## config.mk

```make
export PLATFORM = sky130hd
export DESIGN_NAME = fc_sequencer
export DESIGN_NICKNAME = d
export VERILOG_FILES = /design/src/rtl/fc_sequencer.sv
export SDC_FILE = /design/constraint.sdc
export NUM_CORES = 1
export LEC_CHECK = 0
export ABC_AREA = 0
export ABC_CLOCK_PERIOD_IN_PS = 4000
export BUFFER_PORTS_ARGS = -buffer_cell sky130_fd_sc_hd__clkbuf_2
export CORE_MARGIN = 5
export CORE_UTILIZATION = 50
export CTS_CLUSTER_DIAMETER = 40
export CTS_CLUSTER_SIZE = 25
export DETAILED_ROUTE_END_ITERATION = 7
export GPL_TIMING_DRIVEN = 0
export PLACE_DENSITY_LB_ADDON = 0.08
export SETUP_SLACK_MARGIN = 0.05
export SLEW_MARGIN = 20
export SYNTH_ARGS = -nofsm -noshare
export SYNTH_HDL_FRONTEND = slang
export SYNTH_SLANG_ARGS = --single-unit
```

## constraint.sdc

```tcl
create_clock -name clk -period 4 [get_ports clk]
set_clock_uncertainty 0.15 [all_clocks]
set_input_delay 0.6 -clock clk [delete_from_list [all_inputs] [get_ports clk]]
set_output_delay 0.6 -clock clk [all_outputs]
set_load 0.02 [all_outputs]
```

## src/rtl/fc_sequencer.sv

```systemverilog
// rtl/fc_sequencer.sv - pool -> fully-connected stage control FSM with argmax
//
// Purpose: captures POOL_X*POOL_Y pooled beats into the feature buffer, walks
// the N = POOL_X*POOL_Y*CHANNELS FC indices for the MAC array, waits MAC_LAT
// cycles for the accumulators to settle, then scans N_CLASS accumulators and
// reports the signed argmax through a start/busy/done handshake.
//
// Ports:
//   clk, rst          clock (rising edge), synchronous active-high reset
//   start             begin an image; only honoured in IDLE
//   pool_valid        pooled beat present; count_x/count_y give its position
//   busy              high in every state except IDLE
//   feat_wr_en/addr   registered feature-buffer write (all channel banks)
//   mac_clear         one-cycle accumulator clear at the start of an image
//   mac_en/feat_rd_addr/mac_last  FC walk, index 0..N-1, last flag at N-1
//   score_sel/score_in  accumulator select and its value one cycle later
//   done              one-cycle pulse; class_id/class_score valid and held
module fc_sequencer #(
  parameter int POOL_X    = 12,
  parameter int POOL_Y    = 12,
  parameter int CHANNELS  = 8,
  parameter int N_CLASS   = 10,
  parameter int ACC_WIDTH = 113,
  parameter int MAC_LAT   = 2
) (
  input  logic                 clk,
  input  logic                 rst,
  input  logic                 start,
  input  logic                 pool_valid,
  input  logic [4:0]           count_x,
  input  logic [4:0]           count_y,
  output logic                 busy,
  output logic                 feat_wr_en,
  output logic [7:0]           feat_wr_addr,
  output logic                 mac_clear,
  output logic                 mac_en,
  output logic [10:0]          feat_rd_addr,
  output logic                 mac_last,
  output logic [3:0]           score_sel,
  input  logic [ACC_WIDTH-1:0] score_in,
  output logic                 done,
  output logic [3:0]           class_id,
  output logic [ACC_WIDTH-1:0] class_score
);

  localparam int N_BEAT = POOL_X * POOL_Y;
  localparam int N_FC   = POOL_X * POOL_Y * CHANNELS;
  localparam int DW     = (MAC_LAT > 1) ? $clog2(MAC_LAT) : 1;

  typedef enum logic [2:0] {
    S_IDLE, S_CAPTURE, S_MAC, S_DRAIN, S_SCAN, S_DONE
  } state_t;

  state_t               state, state_nxt;
  logic [7:0]           beat_cnt;
  logic [10:0]          rd_idx;
  logic                 mac_primed;
  logic [DW-1:0]        drain_cnt;
  logic [3:0]           sel_cnt;
  logic [ACC_WIDTH-1:0] best_val;
  logic [3:0]           best_idx;

  logic                 in_range;
  logic [7:0]           addr_calc;
  logic                 take;
  logic [ACC_WIDTH-1:0] cand_val;
  logic [3:0]           cand_idx;

  // State register
  always_ff @(posedge clk) begin
    if (rst) state <= S_IDLE;
    else     state <= state_nxt;
  end

  // Next-state logic
  always_comb begin
    state_nxt = state;
    case (state)
      S_IDLE:    if (start) state_nxt = S_CAPTURE;
      S_CAPTURE: if (pool_valid && beat_cnt == 8'(N_BEAT - 1)) state_nxt = S_MAC;
      S_MAC:     if (mac_primed && rd_idx == 11'(N_FC - 1)) state_nxt = S_DRAIN;
      S_DRAIN:   if (drain_cnt == DW'(MAC_LAT - 1)) state_nxt = S_SCAN;
      S_SCAN:    if (sel_cnt == 4'(N_CLASS)) state_nxt = S_DONE;
      S_DONE:    state_nxt = S_IDLE;
      default:   state_nxt = S_IDLE;
    endcase
  end

  // Outputs decoded from state and counters
  always_comb begin
    busy         = (state != S_IDLE);
    mac_en       = (state == S_MAC) && mac_primed;
    feat_rd_addr = rd_idx;
    mac_last     = mac_en && (rd_idx == 11'(N_FC - 1));
    score_sel    = (state == S_SCAN && sel_cnt < 4'(N_CLASS)) ? sel_cnt : 4'd0;
    done         = (state == S_DONE);
  end

  assign in_range  = (count_x < 5'(POOL_X)) && (count_y < 5'(POOL_Y));
  assign addr_calc = 8'(POOL_Y) * 8'(count_x) + 8'(count_y);

  // Running argmax: the first sample always loads; later samples replace the
  // best only when strictly greater, so ties keep the lower index.
  always_comb begin
    take     = (sel_cnt == 4'd1) || ($signed(score_in) > $signed(best_val));
    cand_val = take ? score_in : best_val;
    cand_idx = take ? (sel_cnt - 4'd1) : best_idx;
  end

  // Counters and datapath registers. Each counter is held at 0 outside its
  // own state so it always starts from 0 on entry.
  always_ff @(posedge clk) begin
    if (rst) begin
      feat_wr_en   <= 1'b0;
      feat_wr_addr <= 8'd0;
      mac_clear    <= 1'b0;
      beat_cnt     <= 8'd0;
      rd_idx       <= 11'd0;
      mac_primed   <= 1'b0;
      drain_cnt    <= '0;
      sel_cnt      <= 4'd0;
      best_val     <= '0;
      best_idx     <= 4'd0;
      class_id     <= 4'd0;
      class_score  <= '0;
    end else begin
      feat_wr_en <= 1'b0;
      mac_clear  <= (state == S_IDLE) && start;

      if (state == S_CAPTURE) begin
        if (pool_valid) begin
          beat_cnt <= beat_cnt + 8'd1;
          if (in_range) begin
            feat_wr_en   <= 1'b1;
            feat_wr_addr <= addr_calc;
          end
        end
      end else begin
        beat_cnt <= 8'd0;
      end

      // The final capture write lands in the first MAC cycle, so reading
      // starts one cycle later to see it.
      if (state == S_MAC) begin
        mac_primed <= 1'b1;
        if (mac_primed && rd_idx != 11'(N_FC - 1)) rd_idx <= rd_idx + 11'd1;
      end else begin
        mac_primed <= 1'b0;
        rd_idx     <= 11'd0;
      end

      if (state == S_DRAIN) drain_cnt <= drain_cnt + 1'b1;
      else                  drain_cnt <= '0;

      // score_in for select k arrives while sel_cnt == k+1.
      if (state == S_SCAN) begin
        if (sel_cnt != 4'(N_CLASS)) sel_cnt <= sel_cnt + 4'd1;
        if (sel_cnt != 4'd0) begin
          best_val <= cand_val;
          best_idx <= cand_idx;
        end
        if (sel_cnt == 4'(N_CLASS)) begin
          class_id    <= cand_idx;
          class_score <= cand_val;
        end
      end else begin
        sel_cnt <= 4'd0;
      end
    end
  end

endmodule
```

After elaboration in Yosys (flattened, before gate mapping) --
Index checks and enable logic that the tools add are counted.
Cells by class: add/subtract/negate cells 6, multipliers 1, magnitude comparators 4, equal/unequal tests 16, muxes and demuxes 11, bitwise logic cells 5, reduce and logical (&&, ||, !) cells 21
Operators with widths (count):
- > comparator 113 bit | 1
- two-way mux 113 bit | 1
- two-way mux 3 bit | 5
- one-hot mux 3 bit (5 select lines) | 1
- adder 11 x 1 -> 11 bit (second input constant) | 1
- equality test 11 bit (second input constant) | 1
- != test 11 bit (second input constant) | 1
- < comparator 5 x 4 -> 1 bit (second input constant) | 2
- != test 2 bit (second input constant) | 5
- adder 8 x 1 -> 8 bit (second input constant) | 1
- adder 8 x 5 -> 8 bit | 1
- equality test 8 bit (second input constant) | 1
- logical AND 1 bit | 8
- two-way mux 4 bit | 2
- OR reduction 2 bit | 4
- equality test 3 x 2 -> 1 bit (second input constant) | 2
- equality test 3 bit (second input constant) | 2
- multiplier 2 x 5 -> 6 bit (first input constant) | 1
- inverter 1 bit | 5
- AND reduction 5 bit | 1
- adder 4 x 1 -> 4 bit (second input constant) | 1
- equality test 4 x 1 -> 1 bit (second input constant) | 1
- equality test 4 bit (second input constant) | 1
- < comparator 4 bit (second input constant) | 1
- 12 further kinds | 14
Storage, ports and cells: register bits after elaboration 272, input bits 127, output and inout port bits 146, word-level logic and storage cells 77

Longest topological paths before layout --
Gate-level depths: netlist (run 1).
depth in word-level cells 4, mapped depth 14, mapped depth without buffers 10

Worst setup path before layout (run 1) --
OpenSTA, ideal clock, no wires.
path kind input port to flip-flop, from in score_in[94], to reg best_idx[0], setup time 0.123 ns, data arrival time 3.299 ns, data required time 3.727 ns, setup slack 0.428 ns, stages 11, path buffers 2, cells stage by stage ha_1 a211oi_1 nor2_1 a2111oi_0 o22ai_1 nor4_2 mux2_2 o211a_1 buf_4 buf_6 mux2_1
On the way: word-level cells in the longest chain between the ends 3
Ends and longest elaborated chain:
- start: declaration | line 40 | input logic [ACC_WIDTH-1:0] score_in,
- > comparator 113 bit | line 105 | take = (sel_cnt == 4'd1) || ($signed(score_in) > $signed(best_val));
- logical OR 1 bit | line 105
- two-way mux 4 bit | line 107 | cand_idx = take ? (sel_cnt - 4'd1) : best_idx;
- end signal: assignment | line 160 | best_idx <= cand_idx;
- end: declaration | line 61 | logic [3:0] best_idx;
Every way passes these cells. A chain may end at the register's enable or synchronous reset.

Final worst setup path (run 1) --
from reg best_val[112], to reg class_score[89]
On the way: word-level cells in the longest chain between the ends 3
Ends and longest elaborated chain:
- start: declaration | line 60 | logic [ACC_WIDTH-1:0] best_val;
- start signal: assignment | line 159 | best_val <= cand_val;
- > comparator 113 bit | line 105
- logical OR 1 bit | line 105
- two-way mux 113 bit | line 106 | cand_val = take ? score_in : best_val;
- end signal: assignment | line 164 | class_score <= cand_val;
- end: declaration | line 43 | output logic [ACC_WIDTH-1:0] class_score
Every way passes these cells.

==> results by group, run 1 <==
Outcome
  – Run status: finished clean

Critical path
  – Path type of the worst setup path: reg2reg
  – Data arrival time of the critical path: between 4000 and 5000 ps
  – Kind of capture point of the worst setup path: register
  – Worst endpoint required time: between 4000 and 5000 ps
  – Worst setup startpoint: best_val[112]
  – FF-to-FF Start: best_val[112]
  – CP startpoint kind: register
  – Maximum fanout along the worst path: 10

Timing
  – Max-slew violation total from the final report: 0
  – Number of failing setup endpoints in the final timing report: 0
  – Unrepaired setup endpoints after global routing: yes
  – Crit share post-route: 0.9550
  – Setup TNS: 0 ps
  – Max Clk Rate: 261.8 MHz
  – Shortest clock period the worst path allows after layout: around 3800 ps
  – Measured slew at the worst slew-check pin: between 1000 and 1500 ps
  – Slew Limit Headroom: 0.2823
  – Worst setup margin: 180.0 ps
  – Total count of hold-check failures in the final report: 0

Yosys
  – Area leader, netlist: dfxtp_1
  – Synth unique cells: 58
  – Warning count from the yosys run: 0
  – Share of async-settable or async-resettable flops after synthesis: 0
  – Top cells by count, synth: nand2_1, dfxtp_1, nor2_1
  – Average size of a mapped cell: approximately 8.3 um^2
  – Cell count after synthesis: about 1,900
  – Main synth FF type: dfxtp_1
  – Post-Syn Area: 15,420 um^2
  – Number of synthesized flops with an enable pin: 0
  – Syn nets: 2,115
  – Most repeated cell in the gate-level netlist after synthesis: nand2_1
  – Flip-flop and latch count after synthesis: around 270
  – Fraction of the yosys area taken by sequential cells: 0.3530
  – Leading post-synthesis cells by cell area: dfxtp_1, ha_1, mux2i_1, nand2_1, a311oi_1
  – Share of the synthesized area in the top cell type: 0.3530

Worst hold path
  – Worst hold start: count_y[1]
  – Hold Path Class: in2reg

Global route
  – First-pass GRT wire length: 77,050 um
  – Residual overflow from global routing: 0
  – Largest net degree at the start of global routing: 15
  – Number of global-route vias before repair: around 15,000
  – Total routing usage reported by global routing: 0.2740
  – Antenna violations before repair: 4

Routing
  – Drt pass-1 iters: 5
  – Drt drc: 0
  – Count of vias placed by the detailed router: 15,023
  – Total wire length after detailed routing: 48,590 um
  – Met2 wire len: 21,780 um
  – Routed len/inst: 18.59 um
  – M1 wire length: 21,520 um
  – Post-DR vias/cell: between 5 and 6
  – Top Layer Used: met5
  – Iteration-0 DRC Markers: 866
  – Met3 WL post-DR: 3490 um
  – Post-DRT Antenna Nets: 0

Clock network
  – CTS max path bufs: 3
  – Worst-path clk slew: 60 ps
  – Insertion delay to the later sink of the worst-skew pair: 540 ps
  – Num CTS Buffers: 45
  – Clock tree root driver cell: clkbuf_16
  – TritonCTS clock tree: built
  – CTS HTree Levels: 2
  – Number of clock sinks: 272
  – Hold buffer count at CTS: 0

Cells and area
  – Non-filler instance count after layout: 2,614
  – Final net count: 2,439
  – End-of-flow core utilization: 0.6279
  – Fillers: 2,714
  – Multi-input gate area in the final layout: 9046 um^2
  – Register cell area after layout: approximately 5400 um^2
  – Share of post-route cells with drive strength above 1: 0.2129
  – Syn-to-layout area delta: 24.20%

Placed design
  – HPWL after detailed placement: roughly 36,000 um
  – Pre-CTS WS: -957.3 ps
  – RD Place Congestion: 0.8688
  – Number of placed cells counting well taps: 2,526
  – I/O Buffers: 271

Floorplan
  – Floorplan Core Area: 30,510 um^2
  – Die Width: 185.6 um
  – Core Rows: 64
  – I/O pins: 273
  – Die span in y: 185.6 um
  – DIE AREA: between 30,000 and 40,000 um^2
  – Starting Density: 0.5055

Power and ir drop
  – Leakage power summed over all cells: 7.274 nW
  – Power density of the placed cells: 387.4 nW/um^2
  – Post-route total power: 0.007421 W
  – Peak VDD IR: 0.3488 mV

Run
  – Maximum capacitance violations: 0
metal layers:
layer | GRT usage | vias to the layer above
met1 | 0.3645 | 7145
li1 | - | 7293
met3 | 0.05472 | 113
met5 | 0 | -
met2 | 0.4444 | 468
met4 | 0.09793 | 4
repair_timing:
action,4_1_cts,5_1_grt
gates resized for setup,19,49
setup endpoints to repair,149,234
buffers inserted,0,5
pin swaps,2,9
worst paths after layout:
check                         end  depth (start not counted)  slack (ps)
setup reg to reg  class_score[89]                         14         180
setup / recovery  class_score[89]                         14         180
hold reg to reg         drain_cnt                          1         280
hold / removal    feat_wr_addr[1]                          3         140
cells in the final DEF, fill, tap and decap left out, types with 20 or more instances in the layout:
cell,n
a211oi_1,73
a211oi_2,29
a21oi_1,57
a311oi_1,84
a311oi_2,21
clkbuf_1,102
clkbuf_16,46
clkbuf_2,284
dfxtp_1,272
ha_1,127
inv_1,122
mux2i_1,120
nand2_1,276
nand3_1,20
nand4_1,37
nor2_1,196
o21ai_0,123
per-stage QoR:
stage          instance area (um^2)  hold slack, ps
2_1_floorplan                 15420           250.1
3_3_place_gp                  17280           258.5
3_5_place_dp                  17290           277.7
4_1_cts                       18970           131.7
5_1_grt                       19160           173.8
6_report                      19160           140.0
flip-flops by register name (all words and copies together), names as in the netlist, 3 cells and up:
signal        count
best_val        113
class_score     113
feat_rd_addr     11
beat_cnt          8
feat_wr_addr      8
best_idx          4
class_id          4
sel_cnt           4
state             3
worst max-delay path, stage by stage (launching register included):
cell,delay [ps]
dfxtp_1,380
inv_1,90
ha_4,320
nand4_1,180
nor4_4,380
nand4_4,200
a311oi_4,330
nor4_4,80
buf_4,170
or3_1,310
buf_4,200
buf_2,250
buf_2,260
a311oi_1,340
a211oi_2,50
layout make-up:
class	count	share of cell area
antenna	1	0.0001306
buffer	153	0.03801
clock buffer	57	0.06695
clock inverter	25	0.01548
inverter	122	0.02391
multi-input combinational	1311	0.4722
sequential	272	0.2843
tap	396	0.02587
timing repair buffer	277	0.07315
kinds of logic after synthesis:
group / Yosys count / synth area share
adder cells (fa/ha/maj): 130 / 0.1064
flip-flops: 272 / 0.3530
AND/OR/NAND/NOR: 593 / 0.1651
AO/OA/AOI/OAI: 437 / 0.2048
multiplexers: 123 / 0.08007
XOR/XNOR: 28 / 0.01590
buffers and inverters: 275 / 0.07463
power breakdown:
part / switching (W) / internal (W)
clock: 0.00150 / 0.00251
combinational: 0.000461 / 0.000228
sequential: 0.00000662 / 0.00272
No activity file was read; power rests on OpenSTA's default activity.
==> run 2, diff against run 1 <==
CTS_BUF_LIST = sky130_fd_sc_hd__clkbuf_4   (was default)
==> run 2 against run 1 <==
Design area up 0.82%. Maximum frequency down 2.4%. Via count rose by 2.0%.
==> results by group, run 2 (synthesis results as in run 1) <==
Routing
  – Drt pass-1 iters: 5
  – Post-DR vias/cell: 5.670
  – Count of vias placed by the detailed router: 15,320
  – Routed len/inst: 18.32 um
  – Total wire length after detailed routing: approximately 50,000 um
  – Post-DRT Antenna Nets: 0
  – Iteration-0 DRC Markers: 833
  – Drt drc: 0

Timing
  – Crit share post-route: 0.9784
  – Number of failing setup endpoints in the final timing report: 0
  – Total count of hold-check failures in the final report: 0
  – Shortest clock period the worst path allows after layout: about 4000 ps
  – Max-slew violation total from the final report: 0
  – Unrepaired setup endpoints after global routing: yes
  – Slew Limit Headroom: 0.2851
  – Max Clk Rate: 255.5 MHz
  – Worst-case hold slack: 27.73 ps
  – Measured slew at the worst slew-check pin: between 1000 and 1500 ps

Critical path
  – Stages on worst setup path: 16
  – Reg-to-Reg End: class_score[27]
  – CP startpoint kind: input pin
  – Worst reg-to-reg setup slack: between 100 and 150 ps
  – Path type of the worst setup path: in2reg
  – Kind of capture point of the worst setup path: register
  – Data arrival time of the critical path: 4350 ps
  – Critical path, cell by cell: dlygate4sd3_1 -> buf_2 -> ha_4 -> nand4_1 -> nor4_4 -> nand4_4 -> a311oi_4 -> nor4_4 -> buf_4 -> buf_4 -> or3_1 -> buf_6 -> buf_12 -> clkbuf_1 -> a311oi_1 -> a211oi_1
  – Worst endpoint required time: 4430 ps
  – Top cell family by delay on the critical path: buffers and inverters
  – Slowest cell on crit path: dlygate4sd3_1
  – Maximum fanout along the worst path: 10
  – Worst r2r path cells: 15
  – Crit path largest cell delay: 540 ps
  – Critical path buffers and inverters: 7
  – FF-to-FF Start: best_val[112]

Outcome
  – Run status: finished clean

Worst hold path
  – Worst hold start: score_in[89]
  – Hold Path Stages: 3
  – Hold endpoint: best_val[89]
  – Hold Path Class: in2reg

Global route
  – Total routing usage reported by global routing: 0.2762
  – First-pass GRT wire length: 77,760 um
  – Residual overflow from global routing: 0
  – Antenna violations before repair: 3
  – Largest net degree at the start of global routing: 15
  – Number of global-route vias before repair: about 15,000

Cells and area
  – Non-filler instance count after layout: 2,702
  – Commonest non-fill, non-tap cell in the layout: clkbuf_2
  – Final net count: 2,525
  – Share of post-route cells with drive strength above 1: 0.2097
  – Most frequent cells in the layout: clkbuf_2, nand2_1, dfxtp_1
  – Syn-to-layout area delta: 25.22%

Run
  – Maximum capacitance violations: 0

Floorplan
  – Core Rows: 64
  – I/O pins: 273
  – Floorplan Core Area: 30,510 um^2
  – Die span in y: about 190 um
  – Die Width: approximately 190 um
  – Starting Density: 0.5055
  – DIE AREA: 34,460 um^2

Placed design
  – HPWL after detailed placement: 35,670 um
  – I/O Buffers: 271
  – RD Place Congestion: 0.8688
  – Number of placed cells counting well taps: about 2,500

Clock network
  – Clock tree root driver cell: clkbuf_4
  – Insertion delay to the later sink of the worst-skew pair: 730 ps
  – Number of clock sinks: 272
  – CTS max path bufs: 3
  – Worst-path clk slew: 110 ps
  – CTS HTree Levels: 2
  – TritonCTS clock tree: built
  – Num CTS Buffers: 45

Power and ir drop
  – Peak VDD IR: about 0.24 mV
  – Leakage power summed over all cells: 7.316 nW
  – Power density of the placed cells: ~300 nW/um^2
## run 2: changes by cell type in the layout (fill, tap and decap cells not counted), sizes merged
cell | before | now
dlygate4sd3 | 0 | 81
clkbuf | 441 | 430
clkinv | 4 | 12
buf | 46 | 51
diode | 1 | 3
dlymetal6s4s | 0 | 2
bufinv | 3 | 4
## run 2: final cells by class
type	instances	area, um^2
inverters	122	457.9
plain buffers	153	789.5
multi-input cells	1311	9114
clock buffers	48	360.3
flip-flops and latches	272	5448
fillers	2744	11200
well taps	396	495.5
repair buffers	363	2297
diodes	3	7.507
clock inverters	34	344.1
## run 2: layer usage
layer	GRT usage	vias up	routed length [um]
li1	-	7476	-
met1	0.3654	7237	21400
met2	0.4524	508	22640
met3	0.05140	99	3874
met4	0.1006	0	1597
met5	0	-	0
## run 2: report_power, final
part	total, W	switching [W]	internal [W]
combinational	0.000785	0.000482	0.000303
sequential	0.00272	0.00000673	0.00271
clock	0.00222	0.00129	0.000930
## run 2: worst reg2reg max path, cell delays in order (launching register included)
cell and delay (ps):
dfxtp_2 370, inv_1 80, ha_4 290, nand4_1 180, nor4_4 440, nand4_4 200, a311oi_4 320, nor4_4 80
buf_4 170, buf_4 140, or3_1 320, buf_6 150, buf_12 130, clkbuf_1 230, a311oi_1 420, a211oi_1 80
## run 2: per-stage QoR
step	util	total power, W	TNS, ps	cell area (um^2)	setup WS [ps]
after floorplan	-	0.003165	0	15420	428.0
after global placement	0.5662	0.003423	-119090	17280	-982.1
after detailed placement	0.5666	0.003434	-108380	17290	-957.3
after CTS	0.6201	0.005692	0	18920	53.82
after global routing	0.6330	0.005950	-94.09	19310	-23.01
final	0.6330	0.005720	0	19310	86.42
## run 2: how the worst max path moves through the flow
stage,startpoint,to,slack [ps]
after floorplan,score_in[94],best_idx[0],430
after global placement,score_in[112],class_score[107],-980
after detailed placement,score_in[112],class_score[108],-960
after CTS,best_val[112],class_score[96],50
after global routing,score_in[100],class_score[57],-20
final,score_in[99],class_score[27],90
## run 2: repair_timing
| action | in CTS | in global routing |
|---|---|---|
| hold buffers | 83 | 0 |
| gates cloned | 0 | 1 |
| endpoints found under the setup margin | 156 | 234 |
| setup buffers | 0 | 10 |
| endpoints found under the hold margin | 83 | 0 |
| resized for setup | 18 | 94 |
| pin swaps | 2 | 12 |
==> run 3, diff against run 2 <==
CORE_ASPECT_RATIO = 0.8   (was default)
==> run 3 against run 2 <==
Sequential power about the same. Critical path depth increased by 2. Total power decreased by 5.4%. Clock power decreased by 15%. Non-clock buffer count increased by 33. Register-to-register slack improved by 40 ps. Sequential cell count unchanged. Combinational power increased by 2.8%. Routed wire length increased by 2.0%. Die area about the same.
==> results by group, run 3 (synthesis results as in run 1) <==
Outcome
  – Run status: finished clean

Cells and area
  – Most frequent cells in the layout: clkbuf_2, nand2_1, dfxtp_1
  – Syn-to-layout area delta: 26.41%
  – Final net count: 2,555
  – Post-route design area: approximately 20,000 um^2
  – Fillers: 2,659
  – Register cell area after layout: 5445 um^2
  – Commonest non-fill, non-tap cell in the layout: clkbuf_2
  – Share of post-route cells with drive strength above 1: 0.2008
  – Multi-input gate area in the final layout: 9140 um^2

Routing
  – Routed len/inst: 18.38 um
  – Drt drc: 0
  – Count of vias placed by the detailed router: between 15,000 and 20,000
  – Iteration-0 DRC Markers: 1,046
  – Total wire length after detailed routing: 50,490 um
  – Drt pass-1 iters: 5
  – Post-DRT Antenna Nets: 0
  – Post-DR vias/cell: 5.606

Power and ir drop
  – Leakage power summed over all cells: about 7.4 nW
  – Power density of the placed cells: ~280 nW/um^2
  – Peak VDD IR: 0.2313 mV

Timing
  – Measured slew at the worst slew-check pin: 1116 ps
  – Number of failing setup endpoints in the final timing report: 0
  – Max Clk Rate: about 250 MHz
  – Crit share post-route: 0.9818
  – Total count of hold-check failures in the final report: 0
  – Setup TNS: 0 ps
  – Unrepaired setup endpoints after global routing: yes
  – Max-slew violation total from the final report: 0
  – Slew Limit Headroom: 0.2558
  – Shortest clock period the worst path allows after layout: just under 4000 ps

Floorplan
  – I/O pins: approximately 270
  – Die span in y: 167.1 um
  – Floorplan Core Area: 30,380 um^2
  – DIE AREA: 34,480 um^2
  – Core Rows: 57
  – Die Width: 206.4 um
  – Starting Density: 0.5077

Clock network
  – Clock tree root driver cell: clkbuf_4
  – CTS HTree Levels: 2
  – Worst-path clk slew: between 100 and 150 ps
  – Insertion delay to the later sink of the worst-skew pair: ~730 ps
  – CTS max path bufs: 3
  – TritonCTS clock tree: built
  – Number of clock sinks: around 270
  – Num CTS Buffers: 42

Global route
  – Antenna violations before repair: 3
  – Largest net degree at the start of global routing: 14
  – Number of global-route vias before repair: 14,488
  – First-pass GRT wire length: 78,120 um
  – Residual overflow from global routing: 0
  – Total routing usage reported by global routing: 0.2776

Critical path
  – Critical Path Most Common Cell: buf_4
  – Worst r2r path cells: 17
  – Path type of the worst setup path: in2reg
  – Worst endpoint required time: 4420 ps
  – Slowest cell on crit path: dlygate4sd3_1
  – Critical path buffers and inverters: 9
  – Top cell family by delay on the critical path: buffers and inverters
  – Maximum fanout along the worst path: 10
  – Critical path, cell by cell: dlygate4sd3_1 -> clkbuf_2 -> ha_1 -> nand4_1 -> nor4_4 -> buf_4 -> nand4_4 -> a311oi_4 -> nor4_4 -> buf_4 -> buf_4 -> a22oi_2 -> buf_4 -> and3_1 -> buf_6 -> buf_12 -> buf_8 -> a211oi_2
  – Worst reg-to-reg setup slack: ~170 ps
  – Stages on worst setup path: 18
  – Crit path largest cell delay: approximately 540 ps
  – Kind of capture point of the worst setup path: register
  – Data arrival time of the critical path: 4350 ps
  – CP startpoint kind: input pin

Placed design
  – I/O Buffers: 271
  – Post-DP Area: roughly 17,000 um^2
  – RD Place Congestion: 0.8673
  – HPWL after detailed placement: 36,590 um

Worst hold path
  – Hold Path Class: in2reg
  – Hold Path Stages: 3

Run
  – Maximum capacitance violations: 0
run 3: cell count changes in the layout (fill, tap and decap cells not counted), sizes merged:
| cell | previous run | this run |
|---|---|---|
| clkinv | 12 | 23 |
| clkinvlp | 5 | 4 |
| buf | 51 | 54 |
| dlygate4sd3 | 81 | 116 |
| bufinv | 4 | 2 |
| dlymetal6s4s | 2 | 0 |
| clkbuf | 430 | 423 |
| inv | 135 | 126 |
run 3: worst paths after layout:
kind            startpoint         endpoint
min             pool_valid      beat_cnt[1]
min reg2reg      drain_cnt        drain_cnt
max          score_in[104]  class_score[84]
max reg2reg  best_val[112]  class_score[84]
run 3: cell type report:
cell class | instances | area share
multi-input combinational | 1311 | 0.4688
timing repair buffer | 396 | 0.1327
inverter | 122 | 0.02349
buffer | 153 | 0.03959
sequential | 272 | 0.2793
clock inverter | 33 | 0.01232
tap | 413 | 0.02650
antenna | 3 | 0.0003850
clock buffer | 44 | 0.01694
run 3: metal layers:
metal / track usage / wire length (um)
met5: 0 / 14
met4: 0.09051 / 1616
met1: 0.3980 / 23430
met2: 0.4228 / 21820
met3: 0.05143 / 3604
run 3: worst reg2reg max path: stages, from the launching register on:
cell	delay (ps)
dfxtp_1	390
inv_1	90
ha_4	320
nand4_1	190
nor4_4	250
buf_4	180
nand4_4	160
a311oi_4	330
nor4_4	80
buf_4	180
buf_4	150
a22oi_2	210
buf_4	190
and3_1	190
buf_6	190
buf_12	190
buf_8	170
a211oi_2	90
run 3: what timing repair did:
action | 4_1_cts | 5_1_grt
gates cloned | 0 | 0
hold buffers | 116 | 0
buffers inserted | 4 | 6
hold endpoints to repair | 119 | 0
gates resized for setup | 17 | 89
endpoints found under the setup margin | 138 | 230
pin swaps | 3 | 10
run 3: stage by stage:
step                      instances  hold WS (ps)  utilization  power [W]  setup WS [ps]
final                          2747         75.73       0.6418   0.005413          72.62
after global routing           2746         28.88       0.6417   0.005665         -10.95
after CTS                      2739        0.5529       0.6303   0.005419          56.71
after detailed placement       2542         263.6       0.5693   0.003435         -914.9
after global placement         2542         256.5       0.5693   0.003424         -922.6
after floorplan                1858         250.1            -   0.003165          428.0
run 3: power by group:
group	leakage (nW)	switching [W]	internal (W)
clock	0.314	0.00117	0.000718
sequential	2.19	0.00000601	0.00271
combinational	4.85	0.000492	0.000315
total	7.35	0.00167	0.00375
